File: src/rtl/audio_pkg.sv
// Shared state encoding, frame geometry and bit-level helpers for the I2S transmitter.
package audio_pkg;

  typedef enum logic [1:0] {IDLE, SYNC, RUN} state_t;

  localparam int SAMPLE_W   = 16;
  localparam int SLOT_BITS  = 32;
  localparam int FRAME_BITS = 64;
  localparam int BIT_W      = $clog2(FRAME_BITS);
  localparam int LR_BIT     = $clog2(SLOT_BITS);
  localparam int IDX_W      = $clog2(SAMPLE_W);

  localparam logic [LR_BIT-1:0] K_LAST = LR_BIT'(SAMPLE_W);

  function automatic logic [SAMPLE_W-1:0] sat16(input logic signed [SAMPLE_W:0] s);
    logic [SAMPLE_W-1:0] r;
    r = s[SAMPLE_W-1:0];
    // The top two bits disagree only when the 17-bit sum left the 16-bit range.
    if (!s[SAMPLE_W] && s[SAMPLE_W-1]) begin
      r = {1'b0, {(SAMPLE_W-1){1'b1}}};
    end else if (s[SAMPLE_W] && !s[SAMPLE_W-1]) begin
      r = {1'b1, {(SAMPLE_W-1){1'b0}}};
    end
    return r;
  endfunction

  function automatic logic slot_bit(input logic [2*SAMPLE_W-1:0] pair,
                                    input logic [BIT_W-1:0]      bit_cnt);
    logic [SAMPLE_W-1:0] word;
    logic [LR_BIT-1:0]   k;
    logic [IDX_W-1:0]    idx;
    logic                b;
    word = bit_cnt[LR_BIT] ? pair[SAMPLE_W-1:0] : pair[2*SAMPLE_W-1:SAMPLE_W];
    k    = bit_cnt[LR_BIT-1:0];
    idx  = IDX_W'(K_LAST - k);
    b    = 1'b0;
    if (k != '0 && k <= K_LAST) begin
      b = word[idx];
    end
    return b;
  endfunction

endpackage

File: src/rtl/audio_mix2.sv
// Two-input signed voice mixer; saturating when AUDIO_I2S_SATURATE_EN is defined,
// otherwise the 17-bit sum is arithmetically halved so it can never clip.
module audio_mix2
  import audio_pkg::*;
(
  input  logic [SAMPLE_W-1:0] a_i,
  input  logic [SAMPLE_W-1:0] b_i,
  output logic [SAMPLE_W-1:0] mix_o
);

  logic signed [SAMPLE_W:0] sum;

  assign sum = $signed({a_i[SAMPLE_W-1], a_i}) + $signed({b_i[SAMPLE_W-1], b_i});

`ifdef AUDIO_I2S_SATURATE_EN
  assign mix_o = sat16(sum);
`else
  assign mix_o = SAMPLE_W'(sum >>> 1);
`endif

endmodule

File: src/rtl/audio_i2s_tx.sv
// Four-voice stereo mixer feeding a double-buffered I2S serialiser.
// Mix mode is selected by AUDIO_I2S_SATURATE_EN (see audio_mix2).
module audio_i2s_tx
  import audio_pkg::*;
#(
  parameter int BCLK_DIV    = 8,
  parameter int SYNC_STAGES = 2
) (
  input  logic                clk_i,
  input  logic                rst_i,
  input  logic                enable_i,
  input  logic                sample_clk_i,
  input  logic [SAMPLE_W-1:0] channel_a_i,
  input  logic [SAMPLE_W-1:0] channel_b_i,
  input  logic [SAMPLE_W-1:0] channel_c_i,
  input  logic [SAMPLE_W-1:0] channel_d_i,
  output logic                i2s_bclk_o,
  output logic                i2s_lrclk_o,
  output logic                i2s_sdata_o,
  output logic                frame_start_o,
  output logic                overrun_o,
  output logic                underrun_o
);

  localparam int DIV_W = $clog2(BCLK_DIV);
  localparam logic [DIV_W-1:0] DIV_LAST   = DIV_W'(BCLK_DIV - 1);
  localparam logic [BIT_W-1:0] FRAME_LAST = BIT_W'(FRAME_BITS - 1);

  state_t                  state_q, state_d;
  logic [DIV_W-1:0]        div_q, div_d;
  logic                    bclk_q, bclk_d;
  logic [BIT_W-1:0]        bit_q, bit_d;
  logic                    sdata_q, sdata_d;
  logic [2*SAMPLE_W-1:0]   shift_q, shift_d;
  logic [2*SAMPLE_W-1:0]   hold_q, hold_d;
  logic                    fresh_q, fresh_d;
  logic                    frame_start_q, frame_start_d;
  logic                    overrun_q, overrun_d;
  logic                    underrun_q, underrun_d;
  logic [SYNC_STAGES-1:0]  sync_q, sync_d;
  logic                    samp_prev_q, samp_prev_d;
  logic                    samp_stb;
  logic                    consume;

  logic [1:0][SAMPLE_W-1:0] mix_x, mix_y, mix_out;

  genvar gi;

  generate
    for (gi = 0; gi < SYNC_STAGES; gi++) begin : g_sync
      if (gi == 0) begin : g_first
        assign sync_d[gi] = sample_clk_i;
      end else begin : g_next
        assign sync_d[gi] = sync_q[gi-1];
      end
    end
  endgenerate

  assign samp_prev_d = sync_q[SYNC_STAGES-1];
  assign samp_stb    = sync_q[SYNC_STAGES-1] & ~samp_prev_q;

  // Index 0 is the left mix (A+C), index 1 the right mix (B+D).
  assign mix_x = {channel_b_i, channel_a_i};
  assign mix_y = {channel_d_i, channel_c_i};

  generate
    for (gi = 0; gi < 2; gi++) begin : g_mix
      audio_mix2 u_mix (
        .a_i   (mix_x[gi]),
        .b_i   (mix_y[gi]),
        .mix_o (mix_out[gi])
      );
    end
  endgenerate

  always_comb begin
    state_d       = state_q;
    div_d         = div_q;
    bclk_d        = bclk_q;
    bit_d         = bit_q;
    sdata_d       = sdata_q;
    shift_d       = shift_q;
    hold_d        = hold_q;
    fresh_d       = fresh_q;
    frame_start_d = 1'b0;
    overrun_d     = overrun_q;
    underrun_d    = underrun_q;
    consume       = 1'b0;

    case (state_q)
      IDLE: begin
        div_d   = '0;
        bclk_d  = 1'b0;
        bit_d   = '0;
        sdata_d = 1'b0;
        if (enable_i) begin
          state_d = SYNC;
        end
      end
      SYNC: begin
        if (!enable_i) begin
          state_d = IDLE;
        end else if (fresh_q) begin
          consume       = 1'b1;
          shift_d       = hold_q;
          frame_start_d = 1'b1;
          state_d       = RUN;
        end
      end
      RUN: begin
        if (div_q == DIV_LAST) begin
          div_d  = '0;
          bclk_d = ~bclk_q;
          // Everything serial advances on the BCLK falling edge.
          if (bclk_q) begin
            bit_d   = bit_q + BIT_W'(1);
            sdata_d = slot_bit(shift_q, bit_d);
            if (bit_q == FRAME_LAST) begin
              if (!enable_i) begin
                state_d = IDLE;
              end else begin
                frame_start_d = 1'b1;
                if (fresh_q) begin
                  consume = 1'b1;
                  shift_d = hold_q;
                end else begin
                  underrun_d = 1'b1;
                end
              end
            end
          end
        end else begin
          div_d = div_q + DIV_W'(1);
        end
      end
      default: state_d = IDLE;
    endcase

    if (consume) begin
      fresh_d = 1'b0;
    end
    // A load in the same cycle takes the old holding value, so no overrun then.
    if (samp_stb) begin
      hold_d  = {mix_out[0], mix_out[1]};
      fresh_d = 1'b1;
      if (fresh_q && !consume) begin
        overrun_d = 1'b1;
      end
    end
  end

  always_ff @(posedge clk_i) begin
    if (!rst_i) begin
      state_q       <= IDLE;
      div_q         <= '0;
      bclk_q        <= 1'b0;
      bit_q         <= '0;
      sdata_q       <= 1'b0;
      shift_q       <= '0;
      hold_q        <= '0;
      fresh_q       <= 1'b0;
      frame_start_q <= 1'b0;
      overrun_q     <= 1'b0;
      underrun_q    <= 1'b0;
      sync_q        <= '0;
      samp_prev_q   <= 1'b0;
    end else begin
      state_q       <= state_d;
      div_q         <= div_d;
      bclk_q        <= bclk_d;
      bit_q         <= bit_d;
      sdata_q       <= sdata_d;
      shift_q       <= shift_d;
      hold_q        <= hold_d;
      fresh_q       <= fresh_d;
      frame_start_q <= frame_start_d;
      overrun_q     <= overrun_d;
      underrun_q    <= underrun_d;
      sync_q        <= sync_d;
      samp_prev_q   <= samp_prev_d;
    end
  end

  assign i2s_bclk_o    = bclk_q;
  assign i2s_lrclk_o   = bit_q[LR_BIT];
  assign i2s_sdata_o   = sdata_q;
  assign frame_start_o = frame_start_q;
  assign overrun_o     = overrun_q;
  assign underrun_o    = underrun_q;

endmodule

File: config.mk
export PLATFORM = sky130hd
export DESIGN_NAME = audio_i2s_tx
export DESIGN_NICKNAME = d
export VERILOG_FILES = /design/src/rtl/audio_pkg.sv /design/src/rtl/audio_mix2.sv /design/src/rtl/audio_i2s_tx.sv
export SDC_FILE = /design/constraint.sdc
export NUM_CORES = 1
export LEC_CHECK = 0
export ABC_AREA = 1
export BUFFER_PORTS_ARGS = -buffer_cell sky130_fd_sc_hd__buf_2
export CAP_MARGIN = 15
export CELL_PAD_IN_SITES_DETAIL_PLACEMENT = 1
export CELL_PAD_IN_SITES_GLOBAL_PLACEMENT = 1
export CORE_MARGIN = 3
export CORE_UTILIZATION = 40
export DETAILED_ROUTE_END_ITERATION = 6
export HOLD_SLACK_MARGIN = 0.02
export PLACE_DENSITY_LB_ADDON = 0.1
export SYNTH_ARGS = -nofsm -noshare
export SYNTH_HDL_FRONTEND = slang
export SYNTH_SLANG_ARGS = --single-unit
File: constraint.sdc
create_clock -name clk_i -period 3.4 [get_ports clk_i]
set_input_delay 1.02 -clock clk_i [delete_from_list [all_inputs] [get_ports clk_i]]
set_output_delay 1.02 -clock clk_i [all_outputs]
set_load 0.01 [all_outputs]
==> results of run 1 <==
[metrics by stage]
stage | hold WS [ns] | util (%) | total power [µW] | std cells
final | 0.414 | 48.8 | 2770 | 1000
after global routing | 0.445 | 48.8 | 2940 | 1000
after CTS | 0.419 | 48.8 | 2800 | 1000
after detailed placement | 0.403 | 46.2 | 1720 | 984
after global placement | 0.400 | 46.2 | 1690 | 984
after floorplan | 0.390 | - | 1530 | 758
[metal layers]
metal / GRT usage (%) / vias to the layer above
met4: 6.37 / 0
met5: 0 / -
met1: 27.6 / 2353
li1: - / 2623
met2: 37.2 / 63
met3: 2.69 / 12
[flip-flops by register name, summed over array words and instances, names as in the netlist, 2 cells and up]
register / flops
sync_q: 2
div_q: 3
hold_q: 32
bit_q: 6
state_q: 2
shift_q: 32
[synth_stat cells]
cell	instances
nand2_1	135
nor2_1	125
inv_1	88
dfxtp_1	84
a21oi_1	60
nand3_1	54
o21ai_0	50
ha_1	36
o21ai_1	22
xor2_1	16
clkbuf_1	15
o211ai_1	7
xnor2_1	6
nor3_1	5
o21ai_2	4
o31ai_1	4
a211oi_1	3
a31oi_1	3
buf_2	3
buf_6	3
inv_2	3
nand2_2	3
nand3_2	3
nor4_1	3
o22ai_1	3
and2_1	2
fa_1	2
nand2_4	2
o21a_1	2
o21bai_4	2
a211o_1	1
a21o_1	1
a21oi_2	1
buf_1	1
nand3_4	1
nor2_2	1
nor2_4	1
nor3b_1	1
o2111ai_1	1
o32ai_1	1
[layout by cell type (no fill, tap or decap), types with 3 or more instances in the layout]
| cell | Yosys | final |
|---|---|---|
| o22ai_1 | 3 | 3 |
| o211ai_1 | 7 | 7 |
| clkbuf_16 | 0 | 9 |
| inv_2 | 3 | 3 |
| o21ai_1 | 22 | 22 |
| nand2_2 | 3 | 3 |
| nor3_1 | 5 | 5 |
| dfxtp_1 | 84 | 84 |
| nor4_1 | 3 | 3 |
| buf_4 | 0 | 7 |
| xnor2_1 | 6 | 6 |
| a21oi_1 | 60 | 60 |
| buf_2 | 3 | 73 |
| o21ai_0 | 50 | 50 |
| o31ai_1 | 4 | 4 |
| a31oi_1 | 3 | 3 |
| nand2_1 | 135 | 135 |
| ha_1 | 36 | 36 |
| nand3_2 | 3 | 3 |
| o21ai_2 | 4 | 4 |
| a211oi_1 | 3 | 3 |
| inv_1 | 88 | 88 |
| xor2_1 | 16 | 16 |
| nor2_1 | 125 | 124 |
| nand3_1 | 54 | 54 |
[area by class of cell]
class                   count  share of cell area [%]
well taps                 168                    3.50
flip-flops and latches     84                    28.0
clock buffers               9                    3.75
inverters                  91                    5.68
clock inverters             7                    1.64
repair buffers             80                    6.95
multi-input cells         561                    50.5
[final timing paths]
| kind | to | slack [ns] |
|---|---|---|
| hold reg to reg | sync_q[1] | 0.41 |
| setup / recovery | hold_q[9] | 0.89 |
| hold / removal | sync_q[1] | 0.41 |
| setup reg to reg | shift_q[6] | 1.22 |
[where the power goes]
part	leakage (µW)	switching, µW	internal [µW]
combinational	0.00206	388	227
sequential	0.000682	35.8	1040
clock	0.000156	423	649
total	0.00290	847	1920
[worst max-delay path, stage by stage]
cell      delay, ns
buf_2          0.09
nand2_1        0.07
inv_1          0.05
fa_1           0.41
nand3_1        0.11
nand2_1        0.12
nand2_1        0.09
o211ai_1       0.16
nand3_1        0.12
nand2_1        0.06
xnor2_1        0.26
nand2_1        0.09
nand2_1        0.06
inv_1          0.03
[cells by family after synthesis]
kind of cell,Yosys count,share of synthesized area [%]
AND/OR/NAND/NOR,336,27.4
AO/OA/AOI/OAI,165,18.1
buffers and inverters,113,8.72
flip-flops,84,32.6
adder cells (fa/ha/maj),38,9.50
XOR/XNOR,22,3.73
==> flow_metrics.tcl, run 1 <==
set metrics [dict create \
    reg2regPathDepth 11 \
    portBuffers 73 \
    syn_area_per_cell_um2 6.81 \
    grt_use_total_pct 21.3 \
    grt_overflow 0 \
    rsz0062_at_grt "no" \
    required_ns 3.64 \
    grt_pass1_wl_mm 25.2 \
    die_h_um 120 \
    dpl.hpwl_mm 11.4 \
    drtIter0Drc 216 \
    finalClockSkew_ns 0.00572 \
    grt_start_max_net_pins 49 \
    synth_top_area_share_pct 32.6 \
    cts_tree "done" \
    synth-seq-cells 84 \
    critical_path_class "primary input to flop" \
    cts_sinks 84 \
    power.density_nw_per_um2 460 \
    wl_per_cell_um 14.4 \
    clk-insertion-delay-late_ns 0.34 \
    wl_met1_mm 6.94 \
    die_x_um 120 \
    routed-wl-met2_mm 6.93 \
    ir_drop_mv 0.215 \
    worst-path-max-fanout 4 \
    viasPerCell 5.05 \
    seq_area_um2 1680 \
    hold_violations 0 \
    clk_pin_slew_ns 0.06 \
    synthesis.nets 864 \
    relSlewSlack_pct 55.0 \
    dr.max_layer_used "met4" \
    min_from "sync_q[0]" \
    post_cts_buffers 0 \
    finalSetupTns_ns 0 \
    met3_length_um 331 \
    grt_pass1_vias 5379 \
    core_um2 12300 \
    holdCritPathClass "flop to flop" \
    status "finished, final reports clean" \
    worstPathArrival_ns 2.75 \
    antenna_found_initial 0 \
    drive_above_1_share_pct 14.2 \
    netlist_instances 758 \
    yosysSeqAreaShare_pct 32.6 \
    fin_nets 933 \
    crit_start "channel_b_i[0]" \
    cts_buffers 9 \
    drv_slew 0 \
    layout_min_cycle_time_ns 2.51 \
    cts_root_buf "clkbuf_16" \
    vias 5051 \
    period_share_pct 73.9 \
    placementRows 40 \
    multi_input_area_um2 3040 \
    start_util_pct 42.0 \
    final_area_um2 6010 \
    ys_types 40 \
    drc 0 \
    yosys.area.top_type "dfxtp_1" \
    htreeDepth 3 \
    p_leak_uw 0.00290 \
    max_slew.worst_pin.slew_ns 0.674 \
    place_ws_ns 0.568 \
    netlist_area_um2 5160 \
    dr.pass1.iters 4 \
    r2r_start "bit_q[0]" \
    wl_mm 14.4 \
    max_freq_mhz 398 \
    postCtsHoldBufs 0 \
    yosysWarnings 0 \
    cts_resized 0 \
    cts_buffer_depth 2 \
    postRouteAntennaNets 0 \
    diodes 0 \
    critPathCaptureType "flop" \
    area_growth_pct 16.4 \
    critPathLaunchType "primary input" \
    die_area_um2 14300 \
    fillers 1667 \
    cap_violations 0 \
    io_pins 74 \
    finalWorstSetupSlack_ns 0.888 \
    postPlaceCellArea_um2 5690 \
    hold-path-cell-count 2 \
    setup_viol 0 \
    gp_congestion 0.895 \
    synthTopCellsByArea "dfxtp_1 (33%), nand2_1 (9.8%), nor2_1 (9.1%), ha_1 (8.7%), inv_1 (6.4%)" \
]
(Power assumes the default switching activity.)
==> run 2: changes to the inputs <==
==> constraint.sdc (replaced) <==
create_clock -name clk_i -period 2.4 [get_ports clk_i]
set_input_delay 0.72 -clock clk_i [delete_from_list [all_inputs] [get_ports clk_i]]
set_output_delay 0.72 -clock clk_i [all_outputs]
set_load 0.01 [all_outputs]
==> flow_metrics.tcl, run 2 (synthesis results as in run 1) <==
set metrics [dict create \
    status "finished, final reports clean" \
    die_h_um 120 \
    r2r_setup_slack_ns 0.40 \
    power_frac_seq_pct 39.0 \
    max_freq_mhz 472 \
    final_common_cell "nand2_1" \
    grt_overflow 0 \
    grt_start_max_net_pins 43 \
    viasPerCell 5.08 \
    cts_tree "done" \
    setup_viol 0 \
    final_core_util_pct 49.4 \
    htreeDepth 3 \
    grt.busiest_layer "met2" \
    postRouteAntennaNets 0 \
    internal_power_uw 2760 \
    drive_above_1_share_pct 14.9 \
    cap_violations 0 \
    holdPathEnd "samp_prev_q" \
    gp_congestion 0.851 \
    worstPathArrival_ns 2.36 \
    drtIter0Drc 132 \
    dpl.hpwl_mm 11.5 \
    wl_mm 14.4 \
    use_met2_pct 36.9 \
    cts_resized 0 \
    finalClockSkew_ns 0.00602 \
    cts_sinks 84 \
    clk_pin_slew_ns 0.06 \
    place_ws_ns -0.0623 \
    wl_per_cell_um 14.2 \
    mostFrequentLayoutCells "nand2_1 (135), nor2_1 (124), inv_1 (88)" \
    placementRows 40 \
    worst-path-max-fanout 4 \
    core_um2 12300 \
    finalWorstSetupSlack_ns 0.280 \
    hold_violations 0 \
    critical_path_class "primary input to flop" \
    die_area_um2 14300 \
    p_leak_uw 0.00294 \
    antenna_found_initial 0 \
    switchingPower_uw 1160 \
    critPathCaptureType "flop" \
    diodes 0 \
    die_x_um 120 \
    area_growth_pct 17.9 \
    cts_buffer_depth 2 \
    required_ns 2.64 \
    min_from "sync_q[1]" \
    met3_usage_pct 3.30 \
    power.density_nw_per_um2 645 \
    grt_pass1_vias 5316 \
    vias 5116 \
    cts_buffers 9 \
    combPwrFrac_pct 22.5 \
    period_share_pct 88.3 \
    power_frac_clock_pct 38.5 \
    grt_use_total_pct 21.0 \
    post_cts_buffers 0 \
    ir_drop_mv 0.355 \
    hold-path-cell-count 2 \
    rsz0062_at_grt "no" \
    fillers 1679 \
    drc 0 \
    fin_hold_ws_ns 0.428 \
    critPathLaunchType "primary input" \
    postCtsHoldBufs 0 \
    grt_pass1_wl_mm 24.8 \
    portBuffers 73 \
    io_pins 74 \
    cts_root_buf "clkbuf_16" \
    drv_slew 0 \
    grt_use_met1_pct 26.9 \
    relSlewSlack_pct 52.1 \
    holdCritPathClass "flop to flop" \
    clk-insertion-delay-late_ns 0.34 \
    dr.pass1.iters 4 \
    r2r-end "shift_q[0]" \
    fin_nets 941 \
    layout_min_cycle_time_ns 2.12 \
    p_sw_share_pct 29.7 \
    largest_registers "hold_q x32, shift_q x32, bit_q x6" \
    r2r_start "bit_q[1]" \
    reg2regPathDepth 9 \
    max_slew.worst_pin.slew_ns 0.717 \
    start_util_pct 42.0 \
    crit_start "channel_a_i[2]" \
]
## run 2: cell types whose count changed in the layout (fill, tap and decap cells not counted)
cell and change:
buf_4 +7, inv_6 -2, buf_12 +1, clkbuf_1 +1
clkbuf_8 +1, clkinv_2 -1, clkinv_4 +1
## run 2: power by group through the flow
stage,Clock (µW),Combinational [µW],Sequential [µW]
after floorplan,0,615,1550
after global placement,0,851,1560
after detailed placement,0,890,1560
after CTS,1550,895,1530
after global routing,1620,1020,1540
final,1510,884,1530
## run 2: stage by stage
step | power (µW) | cell area [µm²] | std cells | TNS [ns]
after floorplan | 2160 | 5160 | 758 | 0
after global routing | 4180 | 6090 | 1008 | 0
after CTS | 3980 | 6090 | 1008 | 0
after global placement | 2410 | 5760 | 992 | -0.00336
final | 3930 | 6090 | 1008 | 0
after detailed placement | 2450 | 5760 | 992 | -0.340
## run 2: worst max path at each step
stage	depth (start not counted)	to	slack, ns
floorplan	12	hold_q[25]	0.27
global placement	14	hold_q[9]	-0.003
detailed placement	11	hold_q[8]	-0.06
CTS	11	hold_q[8]	0.29
global route	9	shift_q[0]	0.14
finish	12	hold_q[26]	0.28
## run 2: layout make-up
cell class,instances,area (µm²),area share (%)
multi-input combinational,561,3040,49.9
sequential,84,1680,27.6
timing repair buffer,88,490,8.06
inverter,91,342,5.61
clock buffer,11,243,3.99
tap,168,210,3.45
clock inverter,5,85.1,1.40
## run 2: layer usage
layer	share of wire, %	wire [µm]
met1	48	6860
met2	48	6890
met3	2.8	407
met4	1.4	201
met5	0	0
## run 2: worst max-delay path, stage by stage
cell and delay, ns:
buf_2 0.11, ha_1 0.36, nand2_1 0.08, o21ai_1 0.22
a21oi_1 0.10, buf_4 0.16, o21ai_2 0.20, nand2_1 0.12
nand3_1 0.09, nand3_1 0.09, nand2_1 0.08, inv_1 0.03
==> run 3: changes to the inputs <==
--- a/config.mk
+++ b/config.mk
@@ -10,9 +10,10 @@
 export CAP_MARGIN = 15
 export CELL_PAD_IN_SITES_DETAIL_PLACEMENT = 1
 export CELL_PAD_IN_SITES_GLOBAL_PLACEMENT = 1
-export CORE_MARGIN = 3
+export CORE_MARGIN = 2
 export CORE_UTILIZATION = 40
 export DETAILED_ROUTE_END_ITERATION = 6
+export GPL_TIMING_DRIVEN = 0
 export HOLD_SLACK_MARGIN = 0.02
 export PLACE_DENSITY_LB_ADDON = 0.1
 export SYNTH_ARGS = -nofsm -noshare
==> flow_metrics.tcl, run 3 (synthesis results as in run 1) <==
set metrics [dict create \
    min_from "sync_q[0]" \
    grt_overflow 0 \
    grt_use_total_pct 22.2 \
    cts_buffers 9 \
    p_sw_share_pct 30.1 \
    p_total_uw 3820 \
    final_common_cell "nand2_1" \
    start_util_pct 40.9 \
    holdPathEnd "sync_q[1]" \
    grt_pass1_wl_mm 25.2 \
    combPwrFrac_pct 23.1 \
    ir_drop_mv 0.392 \
    hold_violations 0 \
    power_frac_seq_pct 40.1 \
    max_freq_mhz 447 \
    max_slew.worst_pin.slew_ns 0.711 \
    wl_per_cell_um 14.5 \
    vias 5118 \
    postRouteAntennaNets 0 \
    antenna_found_initial 0 \
    viasPerCell 5.02 \
    switchingPower_uw 1150 \
    finalNonFillerCells 1019 \
    finalSetupTns_ns 0 \
    multi_input_area_um2 3040 \
    wl_mm 14.8 \
    grt_pass1_vias 5325 \
    finalWorstSetupSlack_ns 0.163 \
    critPathLaunchType "primary input" \
    reg2regPathDepth 9 \
    dpl.hpwl_mm 12.2 \
    worst-path-max-fanout 4 \
    cts_tree "done" \
    rsz0062_at_grt "no" \
    final_core_util_pct 48.0 \
    drtIter0Drc 198 \
    diodes 0 \
    grt_start_max_net_pins 14 \
    area_growth_pct 17.2 \
    post-place-cells 1003 \
    status "finished, final reports clean" \
    dr.pass1.iters 4 \
    holdCritPathClass "flop to flop" \
    drv_slew 0 \
    fin_nets 948 \
    internal_power_uw 2670 \
    period_share_pct 93.2 \
    relSlewSlack_pct 52.6 \
    r2r_setup_slack_ns 0.46 \
    setup_viol 0 \
    clk-insertion-delay-late_ns 0.34 \
    drc 0 \
    fillers 1719 \
    core_um2 12600 \
    cts_sinks 84 \
    r2r_start "bit_q[1]" \
    largest_registers "hold_q x32, shift_q x32, bit_q x6" \
    power.density_nw_per_um2 631 \
    gp_congestion 0.866 \
    finalClockSkew_ns 0.00536 \
    io_pins 74 \
    cap_violations 0 \
    place_ws_ns -0.215 \
    cts_buffer_depth 2 \
    drive_above_1_share_pct 13.6 \
    portBuffers 73 \
    r2r-end "shift_q[25]" \
    hold-path-cell-count 2 \
    critical_path_class "primary input to flop" \
    seq_area_um2 1680 \
    p_leak_uw 0.00290 \
    mostFrequentLayoutCells "nand2_1 (135), nor2_1 (125), inv_1 (88)" \
    required_ns 2.63 \
    die_h_um 118 \
    postCtsHoldBufs 0 \
    cts_root_buf "clkbuf_16" \
    placementRows 41 \
    die_x_um 118 \
    critPathCaptureType "flop" \
    die_area_um2 13800 \
    clk_pin_slew_ns 0.06 \
    htreeDepth 3 \
    power_frac_clock_pct 36.7 \
    layout_min_cycle_time_ns 2.24 \
    worstPathArrival_ns 2.47 \
]
## run 3: cell count changes in the layout (fill, tap and decap cells not counted), sizes merged
cell / previous run / this run
clkbuf: 11 / 28
clkinv: 2 / 0
bufinv: 2 / 1
clkinvlp: 1 / 2
buf: 88 / 80
## run 3: timing repair
item	4_1_cts	5_1_grt
setup endpoints to repair	0	1
resized for setup	0	1
setup buffers	0	0
## run 3: worst max-delay path by stage
stage                            end  slack (ns)            from  depth (start not counted)
after global placement     hold_q[8]        -0.1  channel_b_i[2]                         11
after CTS                  hold_q[8]        0.13  channel_b_i[2]                         11
after detailed placement   hold_q[8]       -0.22  channel_b_i[2]                         11
final                     hold_q[14]        0.16  channel_b_i[2]                         11
after floorplan           hold_q[25]        0.27  channel_a_i[0]                         12
after global routing       hold_q[9]        0.02  channel_b_i[0]                         14
## run 3: critical path, stage by stage
cell and delay [ns]:
buf_2 0.10, ha_1 0.34, nand2_1 0.07, o21ai_1 0.24, a21oi_1 0.17, o21ai_1 0.36, nand2_1 0.17, nand3_1 0.11
nand3_1 0.08, nand2_1 0.09, inv_1 0.03
## run 3: stage by stage
| step | area, µm² | hold WS, ns |
|---|---|---|
| 3_3_place_gp | 5750 | 0.401 |
| 5_1_grt | 6050 | 0.437 |
| 4_1_cts | 6050 | 0.423 |
| 2_1_floorplan | 5160 | 0.390 |
| 3_5_place_dp | 5750 | 0.406 |
| 6_report | 6050 | 0.417 |
## run 3: cell type report
class                      count  share of cell area, %
buffer                        22                   1.80
clock buffer                  13                   4.30
clock inverter                 3                  0.744
inverter                      91                   5.64
multi-input combinational    561                   50.2
sequential                    84                   27.8
tap                          172                   3.55
timing repair buffer          73                   6.03
## run 3: per-layer routing
layer	share of wire, %	track usage [%]
met5	0	0
met4	1.6	6.25
met3	2.8	3.39
met2	50	39.8
met1	45	27.6
## run 3: power groups by stage
stage          clock (µW)  sequential (µW)  combinational, µW
2_1_floorplan           0             1550                615
3_3_place_gp            0             1560                834
3_5_place_dp            0             1560                878
4_1_cts              1440             1530                885
5_1_grt              1500             1540               1020
6_report             1400             1530                883
